<file path="src/rtl/sync_bcd_down_counter.sv">
// ----------------------------------------------------------------------------
// sync_bcd_down_counter
//   Synchronous, loadable, multi-digit BCD down-counter with a cascadable
//   borrow output and a zero flag. Every digit is clocked by the same Clk.
//   The borrow between digits is combinational, so the whole value steps
//   by exactly one on each enabled edge.
//
// Parameters
//   DIGITS : number of BCD digits (1..4); digit 0 is the least significant
//   WRAP   : 1 = all-zero wraps to all-nines, 0 = saturate at all-zero
//
// Ports
//   Clk   : clock; all state updates happen on the rising edge
//   Rst_b : asynchronous active-low reset; clears Q
//   En    : count enable; decrement on the next rising edge
//   Ld    : synchronous load strobe; has priority over En
//   D     : load value, 4 bits per digit, digit 0 in D[3:0]
//   Q     : registered counter value, packed like D
//   Zero  : Q is all zeros (depends on Q only)
//   Bout  : borrow out, En & ~Ld & (Q == 0); drives En of an upper stage
// ----------------------------------------------------------------------------

// One BCD digit: holds its 4-bit value, loads with clamping and steps down
// by one when told to. The decision to step comes from the borrow chain
// in the parent.
module sync_bcd_down_digit (
   input  logic       Clk,
   input  logic       Rst_b,
   input  logic       ld,
   input  logic       step,
   input  logic [3:0] d,
   output logic [3:0] q,
   output logic       at_zero
);

   logic [3:0] d_clamped;

   // Nibbles A..F cannot be represented as a digit; store them as 9.
   assign d_clamped = (d > 4'd9) ? 4'd9 : d;
   assign at_zero   = (q == 4'd0);

   always_ff @(posedge Clk or negedge Rst_b) begin
      if (!Rst_b) begin
         q <= 4'd0;
      end else if (ld) begin
         q <= d_clamped;
      end else if (step) begin
         q <= at_zero ? 4'd9 : q - 4'd1;
      end
   end

endmodule

module sync_bcd_down_counter #(
   parameter int DIGITS = 2,
   parameter bit WRAP   = 1'b1
) (
   input  logic                  Clk,
   input  logic                  Rst_b,
   input  logic                  En,
   input  logic                  Ld,
   input  logic [4*DIGITS-1:0]   D,
   output logic [4*DIGITS-1:0]   Q,
   output logic                  Zero,
   output logic                  Bout
);

   logic [DIGITS-1:0][3:0] d_dig;
   logic [DIGITS-1:0][3:0] q_dig;
   logic [DIGITS-1:0]      at_zero;
   logic [DIGITS-1:0]      borrow;
   logic [DIGITS-1:0]      step;
   logic                   dec_en;

   assign d_dig = D;
   assign Q     = q_dig;
   assign Zero  = &at_zero;
   assign Bout  = En & ~Ld & Zero;

   // A decrement is requested when enabled and not loading. In saturating
   // mode the all-zero state simply refuses to step, while Bout still
   // reports the underflow to any upper stage.
   assign dec_en = En & ~Ld & (WRAP | ~Zero);

   genvar i;
   generate
      for (i = 0; i < DIGITS; i++) begin : g_digit
         // Digit 0 always takes the borrow; each higher digit takes it only
         // when every digit below is at zero (and will roll over to 9).
         if (i == 0) begin : g_lsd
            assign borrow[i] = 1'b1;
         end else begin : g_upper
            assign borrow[i] = borrow[i-1] & at_zero[i-1];
         end

         assign step[i] = dec_en & borrow[i];

         sync_bcd_down_digit u_digit (
            .Clk     (Clk),
            .Rst_b   (Rst_b),
            .ld      (Ld),
            .step    (step[i]),
            .d       (d_dig[i]),
            .q       (q_dig[i]),
            .at_zero (at_zero[i])
         );
      end
   endgenerate

endmodule

</file>
<file path="config.mk">
export PLATFORM = sky130hd
export DESIGN_NAME = sync_bcd_down_counter
export DESIGN_NICKNAME = d
export VERILOG_FILES = /design/src/rtl/sync_bcd_down_counter.sv
export SDC_FILE = /design/constraint.sdc
export NUM_CORES = 1
export LEC_CHECK = 0
export ABC_AREA = 1
export BUFFER_PORTS_ARGS = -buffer_cell sky130_fd_sc_hd__buf_2
export CAP_MARGIN = 20
export CORE_AREA = 2 2 39 41
export CTS_CLUSTER_SIZE = 24
export DETAILED_ROUTE_END_ITERATION = 8
export DIE_AREA = 0 0 41 43
export PLACE_DENSITY = 0.72
export SYNTH_ARGS = -nofsm -noshare
export SYNTH_HDL_FRONTEND = slang
export SYNTH_SLANG_ARGS = --single-unit
</file>
<file path="constraint.sdc">
create_clock -name Clk -period 1.75 [get_ports Clk]
set_clock_uncertainty 0.05 [all_clocks]
set_input_delay 0.175 -clock Clk [delete_from_list [all_inputs] [get_ports Clk]]
set_output_delay 0.175 -clock Clk [all_outputs]
set_load 0.1 [all_outputs]
</file>
# --- Word level (Yosys, flattened, before mapping) ---
# Index checks and enable logic that the tools add are counted.
totals:
  out_inout_bits: 10
  reg_bits: 8
  elab_cells: 23
  in_bits: 12
op_classes:
  magnitude_cmp: 2
  bitwise_logic: 4
  reduce_logical: 5
  mux: 8
  add_sub_neg: 2
ops:
  columns: ["op", "count"]
  rows:
  - ["$mux 4", 8]
  - ["$gt 4x4->1 const B", 2]
  - ["$logic_not 4->1", 2]
  - ["$sub 4x1->4 const B", 2]
  - ["$reduce_bool 2->1", 2]
  - ["$and 1x1->1", 3]
  - ["$reduce_and 2->1", 1]
  - ["$not 1->1", 1]

# --- Logic depth before layout (Yosys ltp) ---
logic_depth:
  word_depth: 5
  depth_mapped: 7
  ltp_nobuf: 7

# --- Modules after synthesis ---
# Synthesis repeated with hierarchy kept, for this count alone.
hier_totals:
  cells_unflattened: 90
  area_unflattened_um2: 553.0
modules_own_cells:
  columns: ["mod", "area_per_inst_um2", "cells_each", "instances", "seq_area_each_um2"]
  rows:
  - ["sync_bcd_down_digit", 261.5, 41, 2, 100.1]
  - ["sync_bcd_down_counter", 30.0, 8, 1, 0.0]

# --- Worst setup path after synthesis ---
# OpenSTA, ideal clock, no wires.
synth_timing:
  path_type: "reg2out"
  startpoint: "reg g_digit[0].u_digit.q[0]"
  endpoint: "out Bout"
  t_arrival_ns: 2.880
  path_slack_ns: -1.355
  path_buffers: 0
  required_ns: 1.525
  path_stages_with_launch: 4
  cell_sequence: "dfrtp_1 -> nor2_4 -> nand2_2 -> nor4_2"
synth_via:
  elab_chain_len: 3
synth_lines:
  columns: ["element", "line_no", "source"]
  rows:
  - ["start, declared", "32", "output logic [3:0] q,"]
  - ["start signal, assigned", "46", "q <= d_clamped;"]
  - ["start signal, assigned", "48", "q <= at_zero ? 4'd9 : q - 4'd1;"]
  - ["$logic_not 4->1", "40", "assign at_zero = (q == 4'd0);"]
  - ["$reduce_and 2->1", "77", "assign Zero = &at_zero;"]
  - ["$and 1x1->1", "78", "assign Bout = En & ~Ld & Zero;"]
  - ["end, declared", "65", "output logic Bout"]
# Every way passes these cells.

# --- Final worst setup path ---
layout_timing:
  startpoint: "reg g_digit[1].u_digit.q[1]"
  endpoint: "out Bout"
layout_via:
  elab_chain_len: 3
layout_lines:
  columns: ["element", "line_no"]
  rows:
  - ["start, declared", "32"]
  - ["start signal, assigned", "46"]
  - ["start signal, assigned", "48"]
  - ["$logic_not 4->1", "40"]
  - ["$reduce_and 2->1", "77"]
  - ["$and 1x1->1", "78"]
# Every way passes these cells.

==> out/results.txt <==
status: completed
Leak: 0.399 nW
nets: 123
Worst-Margin Slew: 0.494 ns
Place WS: 0.210 ns
vias: 656
DPL Wire Length: 1090 um
Seq/Total Area, Yosys: 33.3%
initial antenna violation count: 0
RD Place Congestion: 0.822
final worst slack: 0.00609 ns
final cycle utilization of the critical path: 99.7%
Top Registers: g_digit.u_digit.q x8
Post-Route WL: 1460 um
Hold Fails Final Rpt: 0
Critical Path RT: 1.52 ns
Cells after Synth: 85
CTS Buf Count: 3
FF-to-FF End: g_digit[1].u_digit.q[3]$_DFFE_PN0P_
Netlist cell types: 19
maximum buffer depth of the clock tree: 2
I/O Buffers: 21
placed cell area: 766 um2
RSZ-0062 raised after global routing: yes
FF-to-FF setup slack: 0.43 ns
drt pass-1 iters: 4
path depth of the worst reg2reg path: 7
Die H: 43 um
vias in the first global route: 577
power density of the placed cells: 1130 nW/um2
crit path from: g_digit[1].u_digit.q[1]$_DFFE_PN0P_
Avg Cell Area, Syn: 7.07 um2
Yosys warnings: 0
max frequency: 0.573 GHz
setup violators final: 0
DRC viols: 0
total track usage: 20.2%
Post-Layout Inst Area: 808 um2
ANT nets after route: 0
Min Clock Period, post-route: 1.74 ns
Die Wd: 41 um
GRT overflow: 0
Via density: 5.25
clock-pin slew on the worst setup and hold paths: 0.06 ns
Worst Path Class, Setup: flip-flop to output port
share of layout cells above drive strength 1: 44.0%
max cap viols: 0
Crit. End Element: output port
Max-slew headroom: 67.3%
CP Launch Type: flip-flop
worst hold margin: 0.116 ns
Initial Util: 43.4%
HP Class: input port to flip-flop
critical path endpoint: Bout
CTS tree: built
Synthesized Nets: 97
die area: 1760 um2
Layout area overhead: 34.6%
Power Total: 0.000916 W
flops & latches, synth: 8
max reg flops: 8
Post-Syn Area: 601 um2
largest net degree at the start of global routing: 16
clock tree root driver cell: clkbuf_4
CTS H-tree lvls: 1
Worst R2R Start: g_digit[0].u_digit.q[0]$_DFFE_PN0P_
first-pass GRT wire length: 2400 um
wire per inst: 11.6 um
Core Footprint: 1380 um2
largest register by flop count: g_digit.u_digit.q
Clk Latency, worst-skew pair: 0.26 ns
Worst VDD drop: 0.561 mV
IO Count: 22
Slew Limit Fails: 0
# diodes: 0
Crit Path Max Fanout: 5
1st-iter DRT viols: 18
row count: 14
total negative setup slack: 0 ns
CTS Sinks: 8
Critical Path AT: 1.52 ns
[stage by stage]
stage,utilization [%],cells
finish,58.4,125
global route,58.4,125
CTS,58.4,125
detailed placement,55.3,120
global placement,55.3,120
floorplan,-,85
[layout make-up]
class,instances,area (um2)
clock buffer,3,22.5
sequential,8,220
multi-input combinational,69,363
inverter,6,30.0
fill,144,576
timing repair buffer,23,153
tap,16,20.0
[critical path, cell delays in order (launching register included)]
cell,delay (ns)
dfrtp_2,0.43
nor2_4,0.17
nand2_2,0.11
nor4_4,0.33
buf_12,0.21
[cell families after synthesis]
kind of cell,count (synthesis),synth area share (%)
compound gates,8,8.33
simple gates,61,49.0
buf+inv,8,9.37
flops,8,33.3
[power breakdown]
group,switching (W),internal [W]
logic,0.000387,0.0000982
registers,0.0000497,0.000231
clock network,0.0000714,0.0000790
[synthesized netlist by cell type]
master	number	area, um2
a21oi_1	2	10.0
o21ai_2	2	17.5
nand4_1	2	12.5
buf_6	1	11.3
nor2_1	4	15.0
inv_2	1	3.75
nor4_2	1	12.5
nand3_1	10	50.1
inv_1	4	15.0
o211ai_1	1	7.51
dfrtp_1	8	200
nand3_2	1	10.0
nand2_1	36	135
nor2_4	3	33.8
inv_8	1	11.3
buf_8	1	15.0
nand2_2	2	12.5
o21ai_0	3	15.0
nor2_2	2	12.5
[worst min-delay path by stage]
stage,start,endpoint,slack (ns),depth (start not counted)
2_1_floorplan,Rst_b,g_digit[1].u_digit.q[0]$_DFFE_PN0P_,-0.17,0
3_3_place_gp,Rst_b,g_digit[0].u_digit.q[0]$_DFFE_PN0P_,-0.01,1
3_5_place_dp,Rst_b,g_digit[0].u_digit.q[1]$_DFFE_PN0P_,-0.009,1
4_1_cts,D[3],g_digit[0].u_digit.q[3]$_DFFE_PN0P_,0.12,3
5_1_grt,D[3],g_digit[0].u_digit.q[3]$_DFFE_PN0P_,0.15,3
6_report,D[3],g_digit[0].u_digit.q[3]$_DFFE_PN0P_,0.12,3
[metal layers]
metal	track usage, %	wire [um]
met5	0	0
met4	12.0	39
met3	4.71	64
met2	29.7	714
met1	25.5	637
[layout by cell type (no fill, tap or decap)]
cell,count
dlygate4sd3_1,1
clkbuf_4,3
o21ai_2,2
nand2_2,3
buf_12,2
nand2_1,35
o21ai_0,3
o211ai_1,1
dfrtp_4,4
nand3_2,1
a21oi_1,2
nor2_2,2
nor2_4,4
nor4_4,1
buf_4,1
nor2_1,3
dfrtp_2,4
inv_8,1
inv_2,1
buf_2,19
nand3_1,10
inv_1,4
nand4_1,2
[timing repair]
action / 4_1_cts / 5_1_grt
endpoints found under the setup margin: 1 / 1
endpoints found under the hold margin: 8 / 0
setup buffers: 1 / 0
gates resized for setup: 1 / 0
pin swaps: 2 / 0
hold buffers: 1 / 0
cloned: 0 / 0
Note: power is estimated with default switching activity, not from simulation.
